File: config.mk
export PLATFORM = sky130hd
export DESIGN_NAME = aplic_msi_notifier
export DESIGN_NICKNAME = d
export VERILOG_FILES = /design/src/rtl/aplic_msi_notifier.sv
export SDC_FILE = /design/constraint.sdc
export NUM_CORES = 1
export LEC_CHECK = 0
export ABC_AREA = 1
export CORE_MARGIN = 5
export CORE_UTILIZATION = 45
export CTS_CLUSTER_SIZE = 28
export DETAILED_ROUTE_END_ITERATION = 8
export PLACE_DENSITY_LB_ADDON = 0.12
export SYNTH_ARGS = -nofsm -noshare
export SYNTH_HDL_FRONTEND = slang
export SYNTH_SLANG_ARGS = --single-unit
File: constraint.sdc
create_clock -name i_clk -period 8.8 [get_ports i_clk]
set_input_delay 1.76 -clock i_clk [delete_from_list [all_inputs] [get_ports i_clk]]
set_output_delay 1.76 -clock i_clk [all_outputs]
set_load 0.05 [all_outputs]
File: src/rtl/aplic_msi_notifier.sv
// rtl/aplic_msi_notifier.sv - APLIC MSI delivery stage: round-robin source arbitration, genmsi injection, MSI write handshake
module aplic_msi_notifier #(
   parameter int NR_SRC = 32,
   parameter int SRC_W  = $clog2(NR_SRC)
) (
   input  logic              i_clk,
   input  logic              i_rst,
   input  logic              i_domaincfg_ie,
   input  logic [NR_SRC-1:0] i_pending,
   input  logic [NR_SRC-1:0] i_enabled,
   output logic              o_tgt_rd_en,
   output logic [SRC_W-1:0]  o_tgt_rd_idx,
   input  logic [31:0]       i_tgt_rd_data,
   input  logic [43:0]       i_msi_base_ppn,
   input  logic [2:0]        i_lhxs,
   input  logic              i_genmsi_wr,
   input  logic [13:0]       i_genmsi_hi,
   input  logic [10:0]       i_genmsi_eiid,
   output logic              o_genmsi_busy,
   output logic              o_clr_pending,
   output logic [SRC_W-1:0]  o_clr_idx,
   output logic              o_msi_valid,
   input  logic              i_msi_ready,
   output logic [55:0]       o_msi_addr,
   output logic [31:0]       o_msi_data
);

   typedef enum logic [1:0] {IDLE, RD_TGT, SEND, GEN_SEND} state_t;

   state_t            state, state_d;
   logic [SRC_W-1:0]  rr_ptr, cur_idx, sel_hi, sel_lo, sel, next_ptr;
   logic              found_hi;
   logic [13:0]       tgt_hi, gen_hi, a_hi;
   logic [5:0]        tgt_gi, a_gi;
   logic [10:0]       tgt_eiid, gen_eiid, a_eiid;
   logic              gen_busy;
   logic              load_cur, adv_ptr, gen_done;
   logic [43:0]       ppn_or;
   logic [NR_SRC-1:0] cand;
   logic              tgt_unused;

   assign cand       = i_pending & i_enabled & {{(NR_SRC-1){1'b1}}, 1'b0};
   assign tgt_unused = i_tgt_rd_data[11];

   // Lowest set candidate at or above rr_ptr, falling back to the lowest set candidate overall (wrap).
   always_comb begin
      sel_hi   = '0;
      sel_lo   = '0;
      found_hi = 1'b0;
      for (int i = NR_SRC - 1; i >= 1; i--) begin
         if (cand[i]) begin
            sel_lo = SRC_W'(i);
            if (SRC_W'(i) >= rr_ptr) begin
               sel_hi   = SRC_W'(i);
               found_hi = 1'b1;
            end
         end
      end
   end

   assign sel      = found_hi ? sel_hi : sel_lo;
   assign next_ptr = (cur_idx == SRC_W'(NR_SRC - 1)) ? SRC_W'(1) : cur_idx + SRC_W'(1);

   always_comb begin
      state_d       = state;
      o_tgt_rd_en   = 1'b0;
      o_tgt_rd_idx  = '0;
      o_msi_valid   = 1'b0;
      o_clr_pending = 1'b0;
      o_clr_idx     = '0;
      load_cur      = 1'b0;
      adv_ptr       = 1'b0;
      gen_done      = 1'b0;
      a_hi          = '0;
      a_gi          = '0;
      a_eiid        = '0;
      case (state)
         IDLE: begin
            if (gen_busy) begin
               state_d = GEN_SEND;
            end else if (!i_rst && i_domaincfg_ie && (|cand)) begin
               load_cur     = 1'b1;
               o_tgt_rd_en  = 1'b1;
               o_tgt_rd_idx = sel;
               state_d      = RD_TGT;
            end
         end
         RD_TGT: begin
            state_d = (cand[cur_idx] && i_domaincfg_ie) ? SEND : IDLE;
         end
         SEND: begin
            a_hi        = tgt_hi;
            a_gi        = tgt_gi;
            a_eiid      = tgt_eiid;
            o_msi_valid = |tgt_eiid;
            // An eiid of 0 suppresses the write but still retires the source.
            if (!o_msi_valid || i_msi_ready) begin
               o_clr_pending = 1'b1;
               o_clr_idx     = cur_idx;
               adv_ptr       = 1'b1;
               state_d       = IDLE;
            end
         end
         GEN_SEND: begin
            a_hi        = gen_hi;
            a_eiid      = gen_eiid;
            o_msi_valid = 1'b1;
            if (i_msi_ready) begin
               gen_done = 1'b1;
               state_d  = IDLE;
            end
         end
         default: state_d = IDLE;
      endcase
   end

   assign ppn_or        = i_msi_base_ppn | ({30'd0, a_hi} << i_lhxs) | {38'd0, a_gi};
   assign o_msi_addr    = o_msi_valid ? {ppn_or, 12'h000} : 56'd0;
   assign o_msi_data    = o_msi_valid ? {21'd0, a_eiid} : 32'd0;
   assign o_genmsi_busy = gen_busy;

   always_ff @(posedge i_clk or posedge i_rst) begin
      if (i_rst) begin
         state    <= IDLE;
         rr_ptr   <= SRC_W'(1);
         cur_idx  <= '0;
         tgt_hi   <= '0;
         tgt_gi   <= '0;
         tgt_eiid <= '0;
         gen_busy <= 1'b0;
         gen_hi   <= '0;
         gen_eiid <= '0;
      end else begin
         state <= state_d;
         if (load_cur) cur_idx <= sel;
         if (state == RD_TGT) begin
            tgt_hi   <= i_tgt_rd_data[31:18];
            tgt_gi   <= i_tgt_rd_data[17:12];
            tgt_eiid <= i_tgt_rd_data[10:0];
         end
         if (adv_ptr) rr_ptr <= next_ptr;
         if (gen_done) begin
            gen_busy <= 1'b0;
         end else if (i_genmsi_wr && !gen_busy) begin
            gen_busy <= 1'b1;
            gen_hi   <= i_genmsi_hi;
            gen_eiid <= i_genmsi_eiid;
         end
      end
   end

endmodule
After elaboration in Yosys (flattened, before gate mapping)
Cells that the tools add are included.
- register bits: 69
- input bits: 173
- add/subtract/negate cells: 1
- $lt $le $gt $ge: 32
- equality and inequality tests: 7
- shift operators: 1
- muxes and demuxes: 185
- bitwise logic cells: 4
- reductions and logical operators: 14
- operators by type and width (kind ; number):
    two-way mux 5 bit ; 100
    greater-or-equal comparator 5 bit, first input constant ; 16
    two-way mux 1 bit ; 72
    two-way mux 56 bit ; 1
    bitwise OR 44 bit ; 1
    bitwise OR 44 x 6 -> 44 bit ; 1
    << shifter 14 x 3 -> 44 bit ; 1
    greater-or-equal comparator 4 x 5 -> 1 bit, first input constant ; 8
    bitwise AND 32 bit ; 1
    OR reduction 31 bit ; 1
    one-hot mux 14 bit (2 select lines) ; 1
    one-hot mux 11 bit (2 select lines) ; 1
    greater-or-equal comparator 3 x 5 -> 1 bit, first input constant ; 4
    two-way mux 11 bit ; 1
    OR reduction 11 bit ; 1
    greater-or-equal comparator 2 x 5 -> 1 bit, first input constant ; 2
    two-way mux 2 bit ; 5
    one-hot mux 2 bit (4 select lines) ; 1
    less-than comparator 5 x 6 -> 1 bit, second input constant ; 1
    two-way mux 6 bit ; 1
    adder 5 x 1 -> 5 bit, second input constant ; 1
    binary-select mux 1 bit (select 5 bit) ; 1
    == test 5 bit, second input constant ; 1
    greater-or-equal comparator 1 x 5 -> 1 bit, first input constant ; 1
    13 further kinds ; 20

Depth between registers and ports, before layout
Gate-level depths: netlist of the first run.
- depth in word-level cells: 67
- mapped depth: 37

Least setup slack after synthesis of the first run
No wires, ideal clock.
- path type: input to output
- start: in i_rst
- end: out o_tgt_rd_idx[2]
- data arrival time: 6195 ps
- required time: 7040 ps
- setup slack: 845 ps
- stages on the path: 5
- buffers on the path: 0
- path through: inv_1 > nand3_1 > nor3_2 > inv_1 > nor4_1
- word-level cells in the longest chain between the ends: 6
- RTL lines (item ; line ; text):
    start: declaration ; 7 ; input logic i_rst,
    zero test 1 bit (no source line) ; n/a ;
    logical AND 1 bit (2 in series) ; 81 ; end else if (!i_rst && i_domaincfg_ie && (|cand)) begin
    two-way mux 5 bit ; 81 ;
    two-way mux 5 bit ; 79 ; if (gen_busy) begin
    two-way mux 5 bit ; 77 ; case (state)
    end: declaration ; 12 ; output logic [SRC_W-1:0] o_tgt_rd_idx,
No other way between the ends.

Worst setup path after layout of the first run
- start: in i_enabled[1]
- end: out o_tgt_rd_idx[2]
- word-level cells in the longest chain between the ends: 6
- elaborated cells on any way between the ends: 10
- classes of those cells: mux: 7; bitwise: 1; reduce/logical: 2
- RTL lines (item ; line ; text):
    start: declaration ; 10 ; input logic [NR_SRC-1:0] i_enabled,
    bitwise AND 32 bit (*) ; 42 ; assign cand = i_pending & i_enabled & {{(NR_SRC-1){1'b1}}, 1'b0};
    OR reduction 31 bit, or another cell as far along ; 81 ;
    logical AND 1 bit or two-way mux 5 bit (tied branches) ; 81, 61 ;
    two-way mux 5 bit (*) ; 81 ;
    two-way mux 5 bit (*) ; 79 ;
    two-way mux 5 bit (*) ; 77 ;
Every way passes the cells marked *; elsewhere a longest branch is shown, timed or not.

==> results of run 1 <==
-- logic make-up (layout without fill, tap and decap cells) --
kind of cell	Yosys count	count (layout)	synth area share, %
adders and majority gates	2	2	0.448
muxes	9	9	1.61
buffers and inverters	216	407	16.9
AOI/OAI and AO/OA	201	201	19.8
other	1	33	0.0671
and+or+nand+nor	425	425	30.2
DFF	69	69	30.9
-- state kept, by name, indices dropped and copies added (netlist names) --
signal	cells
gen_hi	14
tgt_hi	14
gen_eiid	11
tgt_eiid	11
tgt_gi	6
cur_idx	5
rr_ptr	5
state	2
o_genmsi_busy	1
-- layout make-up --
type	count	area (um^2)	area share (%)
Tap cell	168	210	2.55
Sequential cell	69	1730	20.9
Clock buffer	10	239	2.90
Timing Repair Buffer	241	2400	29.1
Clock inverter	6	62.6	0.758
Multi-Input combinational cell	670	3040	36.9
Inverter	150	563	6.82
-- routing by layer --
| metal | vias up | GRT usage (%) | wire length [um] |
|---|---|---|---|
| met2 | 255 | 41.0 | 9040 |
| met5 | - | 0 | 0 |
| met4 | 0 | 7.14 | 344 |
| li1 | 3294 | - | - |
| met1 | 2907 | 31.3 | 7890 |
| met3 | 29 | 6.20 | 1720 |
-- critical path, cell delays in order --
cell and delay (ns):
sky130_fd_sc_hd__clkdlybuf4s50_1 0.48, sky130_fd_sc_hd__nand2_1 0.14, sky130_fd_sc_hd__inv_1 0.11, sky130_fd_sc_hd__nor2_1 0.07
sky130_fd_sc_hd__nand2_1 0.08, sky130_fd_sc_hd__inv_1 0.06, sky130_fd_sc_hd__nand4_1 0.09, sky130_fd_sc_hd__nand3_1 0.11
sky130_fd_sc_hd__nor3_2 0.50, sky130_fd_sc_hd__inv_1 0.18, sky130_fd_sc_hd__nor4_1 0.62, sky130_fd_sc_hd__clkdlybuf4s50_1 0.93
-- layout by cell type, fill, tap and decap left out, drive strengths merged, types with 3 or more instances in the layout --
cell type	Yosys	layout
o211ai	4	4
o21bai	4	4
nor4	4	4
clkdlybuf4s50	0	238
inv	148	148
conb	1	33
clkbuf	27	10
nor2	124	124
a31oi	5	5
nand2	257	257
a21oi	58	58
dfrtp	68	68
clkinv	2	7
o21ai	92	92
o22ai	26	26
nor3	10	10
or2	3	3
nand4	3	3
nand3	24	24
o31ai	4	4
mux2i	9	9
buf	38	3
-- final timing paths --
check | slack, ns | cells past startpoint | end
setup reg to reg | 5.78 | 7 | rr_ptr[1]
max in group asynchronous | 6.21 | 3 | tgt_gi[3]
setup / recovery | 1.89 | 12 | o_tgt_rd_idx[2]
hold reg to reg | 0.48 | 2 | tgt_gi[2]
hold / removal | 0.48 | 2 | tgt_gi[2]
min in group asynchronous | 2.04 | 3 | gen_eiid[2]
-- synthesized netlist by cell type (all sizes together) --
library cell	count
nand2	257
a31o	1
a21oi	58
nand4	3
o31ai	4
o2111ai	1
o21ai	92
dlymetal6s2s	1
buf	38
o211ai	4
nand3	24
nor4	4
mux2i	9
a211oi	2
conb	1
dfstp	1
a21boi	1
a311oi	1
nor2	124
clkbuf	27
inv	148
dfrtp	68
a31oi	5
o22ai	26
or2	3
o221ai	2
nor3	10
ha	2
o21bai	4
clkinv	2
-- per-stage QoR --
stage | hold slack, ns | cell area (um^2) | total power, mW | instances | worst slack, ns
final | 0.482 | 8250 | 2.60 | 1314 | 1.89
after floorplan | 0.449 | 5710 | 1.71 | 955 | 0.845
after global routing | 0.510 | 8250 | 2.79 | 1314 | 1.56
after CTS | 0.483 | 8250 | 2.60 | 1314 | 2.00
after detailed placement | 0.469 | 7950 | 2.24 | 1298 | 2.02
after global placement | 0.462 | 7950 | 2.22 | 1298 | 1.96
-- power by group through the flow --
stage,Clock (mW),Sequential [mW],Combinational [mW]
2_1_floorplan,0,0.536,1.18
3_3_place_gp,0,0.568,1.65
3_5_place_dp,0,0.573,1.66
4_1_cts,0.360,0.569,1.67
5_1_grt,0.374,0.588,1.83
6_report,0.352,0.571,1.67
==> impl_summary.txt, run 1 <==
----------------------------------------------------
[CTS]
  Max clock buf depth ... 2
  CTS tree ... yes
  CTS Buf Count ... 9
  PostCTS Resize Cnt ... 0
  Clock sink count ... 69
  Clock tree root buffer cell ... sky130_fd_sc_hd__clkbuf_16
  Post-CTS Hold Fix Bufs ... 0
  Clock transition at the register clock pins on the worst setup and hold paths after CTS ... 0.05 ns
  Post-CTS repair timing setup buffer count ... 0
  Clock latency of the later-clocked register in the worst-skew pair ... 0.32 ns
  Max H-tree Level ... 3

[Synth]
  Cell area after technology mapping ... 5590 um^2
  Number of instances in the synthesized netlist ... 923
  Count of state elements after synthesis ... 69
  Yosys cell types ... 38
  Most area-hungry cell type in the Yosys netlist ... sky130_fd_sc_hd__dfrtp_1
  Leading post-synthesis cells by cell area ... sky130_fd_sc_hd__dfrtp_1, sky130_fd_sc_hd__nand2_1, sky130_fd_sc_hd__inv_1
  Area share of the largest cell type after synthesis ... 30.4%
  Number of warnings reported in the yosys synthesis log ... 0
  Average cell area after synthesis ... 6.06 um^2
  Fraction of the yosys area taken by sequential cells ... a little under a third

[Global route]
  Total Routing Usage GR ... 24.6%
  Aggregate global routing overflow ... 0
  Number of antenna violations at the first check in global routing ... 0
  Pin count of the biggest net entering global routing ... 70
  First-pass GRT wire length ... 29.3 mm
  Vias in the first global route ... around 6000

[Power]
  Power density relative to cell area ... 315 nW/um^2
  IR Drop Worst-Case VDD ... 0.213 mV
  Switching Power ... around 1.4 mW
  Internal power ... approximately 1.2 mW
  Combinational share of power ... between 60 and 70%
  Static leakage ... between 4 and 5 nW
  Portion of total power attributed to sequential cells ... a little over a fifth
  Share of total power in the clock network ... 13.5%
  Switching part of the total power ... 52.7%

[Setup path]
  Worst setup path class ... input pin to primary output
  Worst setup EP type ... primary output
  CP max FO ... 9
  Startpoint of the worst-slack reg-to-reg timing path ... state[1]
  CP Launch Point ... i_enabled[1]
  Category of the worst setup path launch point ... input pin
  Data required time at the worst endpoint ... slightly above 7 ns
  WP data arrival ... between 5 and 6 ns

[STA]
  Max Freq ... ~140 MHz
  Worst rel slew slack ... 38.4%
  Unrepaired setup endpoints after global routing ... no
  Actual slew at the worst max-slew pin ... 0.921 ns
  Count of endpoints failing setup in the final report ... 0
  Minimum clock period ... 6.91 ns
  Fin Setup TNS ... 0 ns
  Worst clock skew ... 0.00439 ns
  Share of the clock period used by the worst path ... 78.5%
  Number of pins with negative max-slew slack in the final report ... 0
  Final hold violations ... 0

[Flow run]
  Maximum Capacitance Violations ... 0

[Place]
  HPWL reported at the end of detailed placement ... 15.2 mm
  Port Buf Inserts ... 238
  Routability cong. ... 0.915

[Cells and area]
  Synthesis-to-layout area growth ... 47.6%
  Number of nets in the final layout ... between 1000 and 1500
  Count of fill cells added during filler insertion ... 1085
  Fraction of the core area covered by cells at the end of the flow ... roughly 68%
  # diodes ... 0
  Fraction of layout instances using a drive strength above 1 ... under 10%

[Drt]
  ANT nets after route ... 0
  Drt first-iter violations ... 445
  Detailed Route WL ... around 19 mm
  Routed vias ... 6485
  Number of search-and-repair iterations in the first detailed-routing pass ... 7
  Average wire per standard cell ... 14.5 um
  Routed via count divided by cell count ... 4.94
  # DRC ... 0

[Die]
  Core Region ... between 10000 and 15000 um^2
  Floorplan die area ... 14700 um^2
  Die Ht ... between 100 and 150 um
  I/O Pins ... 275
  Horizontal die dimension ... around 120 um
  Count of standard-cell rows ... 40
  Initial standard-cell utilization of the core ... 46.1%

[Status]
  Outcome ... finished clean

[Min path]
  Startpoint of the tightest hold check path ... tgt_gi[2]
  Classification of the worst-slack hold path ... register to register

----------------------------------------------------
Power figures use the tool's default switching activity.
==> run 2: changes to the inputs <==
CORE_UTILIZATION = 42   (was 45)
clock period = 6.8 ns   (was 8.8 ns; I/O delays follow)
==> run 2 against run 1 <==
  * Final area increased by 0.59%
  * Global-route usage fell by 1.5 points
  * Largest cell class unchanged
  * Clock power is 42% higher
  * Sequential share of layout area is 0.12 points lower
  * Hold slack got worse by 0.0069 ns
  * Flip-flop and latch count stayed put
  * Critical path type unchanged
==> impl_summary.txt, run 2 (synthesized netlist as in run 1, its figures left out) <==
----------------------------------------------------
[CTS]
  CTS tree ... yes
  CTS Buf Count ... 9
  Clock latency of the later-clocked register in the worst-skew pair ... 0.32 ns
  Post-CTS repair timing setup buffer count ... 0
  PostCTS Resize Cnt ... 0
  Post-CTS Hold Fix Bufs ... 0
  Clock sink count ... 69
  Clock transition at the register clock pins on the worst setup and hold paths after CTS ... roughly 0.05 ns
  Clock tree root buffer cell ... sky130_fd_sc_hd__clkbuf_16
  Max clock buf depth ... 2
  Max H-tree Level ... 3

[Cells and area]
  Fraction of layout instances using a drive strength above 1 ... 3.14%
  Area used by sequential logic in the layout ... around 1700 um^2
  Top Registers ... gen_hi (14), tgt_hi (14)
  Total area of multi-input combinational cells ... 3050 um^2
  # diodes ... 0
  Count of fill cells added during filler insertion ... 1280
  Synthesis-to-layout area growth ... 48.5%
  Most common cell after layout, fill and taps aside ... sky130_fd_sc_hd__nand2_1
  Highest-count cells in the layout ignoring fill and taps ... sky130_fd_sc_hd__nand2_1, sky130_fd_sc_hd__clkdlybuf4s50_1, sky130_fd_sc_hd__inv_1, sky130_fd_sc_hd__nor2_1, sky130_fd_sc_hd__o21ai_0
  Number of nets in the final layout ... between 1000 and 1500
  Fraction of the core area covered by cells at the end of the flow ... 63.2%

[STA]
  Final hold slack ... about 0.48 ns
  Worst rel slew slack ... 36.3%
  Minimum clock period ... 5.94 ns
  Worst Setup Slack, final ... 0.860 ns
  Worst clock skew ... between 0.006 and 0.007 ns
  Number of pins with negative max-slew slack in the final report ... 0
  Final hold violations ... 0
  Unrepaired setup endpoints after global routing ... no
  Fin Setup TNS ... 0 ns
  Max Freq ... between 150 and 200 MHz
  Share of the clock period used by the worst path ... 87.4%
  Count of endpoints failing setup in the final report ... 0
  Actual slew at the worst max-slew pin ... 0.953 ns

[Drt]
  Detailed Route WL ... 18.9 mm
  Drt first-iter violations ... 527
  Routed via count divided by cell count ... 4.88
  Routed vias ... 6451
  # DRC ... 0
  Average wire per standard cell ... between 10 and 15 um
  ANT nets after route ... 0
  Number of search-and-repair iterations in the first detailed-routing pass ... 5

[Setup path]
  Category of the worst setup path launch point ... input pin
  CP max FO ... 5
  Worst setup path class ... input pin to primary output
  Cell mode on critical path ... sky130_fd_sc_hd__nand2_1
  WP buf/inv ... 4
  Critical-path top delay cell ... sky130_fd_sc_hd__clkdlybuf4s50_1
  Family with the most delay on the worst path ... simple AND/OR/NAND/NOR gates
  Data required time at the worst endpoint ... approximately 5.4 ns
  Worst setup EP type ... primary output
  Maximum cell stage delay along the critical path ... 0.79 ns
  WP data arrival ... 4.58 ns

[Die]
  Horizontal die dimension ... between 100 and 150 um
  Initial standard-cell utilization of the core ... 42.5%
  Die Ht ... 125 um
  Core Region ... 13100 um^2
  Count of standard-cell rows ... 42
  I/O Pins ... 275
  Floorplan die area ... 15700 um^2

[Global route]
  Pin count of the biggest net entering global routing ... 70
  First-pass GRT wire length ... 30.0 mm
  Vias in the first global route ... 6089
  Total Routing Usage GR ... 23.1%
  Number of antenna violations at the first check in global routing ... 0
  Aggregate global routing overflow ... 0

[Place]
  HPWL reported at the end of detailed placement ... approximately 15 mm
  Port Buf Inserts ... 238
  Routability cong. ... 0.943
  Worst slack after detailed placement ... 0.883 ns

[Power]
  Static leakage ... about 4.2 nW
  IR Drop Worst-Case VDD ... between 0.2 and 0.3 mV
  Power density relative to cell area ... approximately 410 nW/um^2
  Total power of the final layout ... 3.41 mW

[Status]
  Outcome ... finished clean

[Min path]
  Classification of the worst-slack hold path ... register to register

[Flow run]
  Maximum Capacitance Violations ... 0

----------------------------------------------------
[run 2: changes by cell type in the layout (fill, tap and decap cells not counted)]
cell / before / now
sky130_fd_sc_hd__clkinvlp_4: 0 / 2
sky130_fd_sc_hd__bufinv_16: 1 / 2
sky130_fd_sc_hd__clkbuf_1: 0 / 1
sky130_fd_sc_hd__clkinv_2: 3 / 0
sky130_fd_sc_hd__nor4_2: 0 / 1
sky130_fd_sc_hd__nor4_1: 4 / 3
sky130_fd_sc_hd__clkinv_4: 2 / 1
sky130_fd_sc_hd__buf_4: 3 / 4
[run 2: area by class of cell]
cell class	count	share of cell area [%]
repair buffers	242	29.1
clock inverters	5	1.01
flip-flops and latches	69	20.8
clock buffers	11	2.92
well taps	176	2.65
multi-input cells	670	36.7
inverters	150	6.78
[run 2: tightest hold or removal path, cell delays in order (launching register included)]
cell                      delay [ns]
sky130_fd_sc_hd__dfrtp_1        0.34
sky130_fd_sc_hd__nand2_1        0.06
sky130_fd_sc_hd__nand2_1        0.05
[run 2: metal layers]
layer	global-route usage, %	vias up	share of wire [%]
li1	-	3291	-
met1	29.6	2849	42
met2	38.8	278	47
met3	5.76	33	8.6
met4	6.31	0	2.0
met5	0	-	0
[run 2: worst paths after layout]
kind	end	cells past startpoint	startpoint	slack [ns]
worst max-delay path	o_tgt_rd_idx[0]	36	i_enabled[31]	0.86
worst min-delay path	tgt_gi[2]	2	tgt_gi[2]	0.48
worst max register to register	rr_ptr[1]	7	state[1]	3.75
worst min register to register	tgt_gi[2]	2	tgt_gi[2]	0.48
max in group asynchronous	tgt_hi[8]	3	i_rst	4.58
min in group asynchronous	gen_eiid[3]	3	i_rst	1.65
[run 2: through the flow]
step	std cells	instance area [um^2]
global placement	1307	7970
global route	1323	8300
detailed placement	1307	7970
finish	1323	8300
floorplan	955	5720
CTS	1323	8300
[run 2: report_power, final]
| group | internal (mW) | switching (mW) |
|---|---|---|
| clock network | 0.331 | 0.167 |
| registers | 0.607 | 0.135 |
| logic | 0.692 | 1.48 |
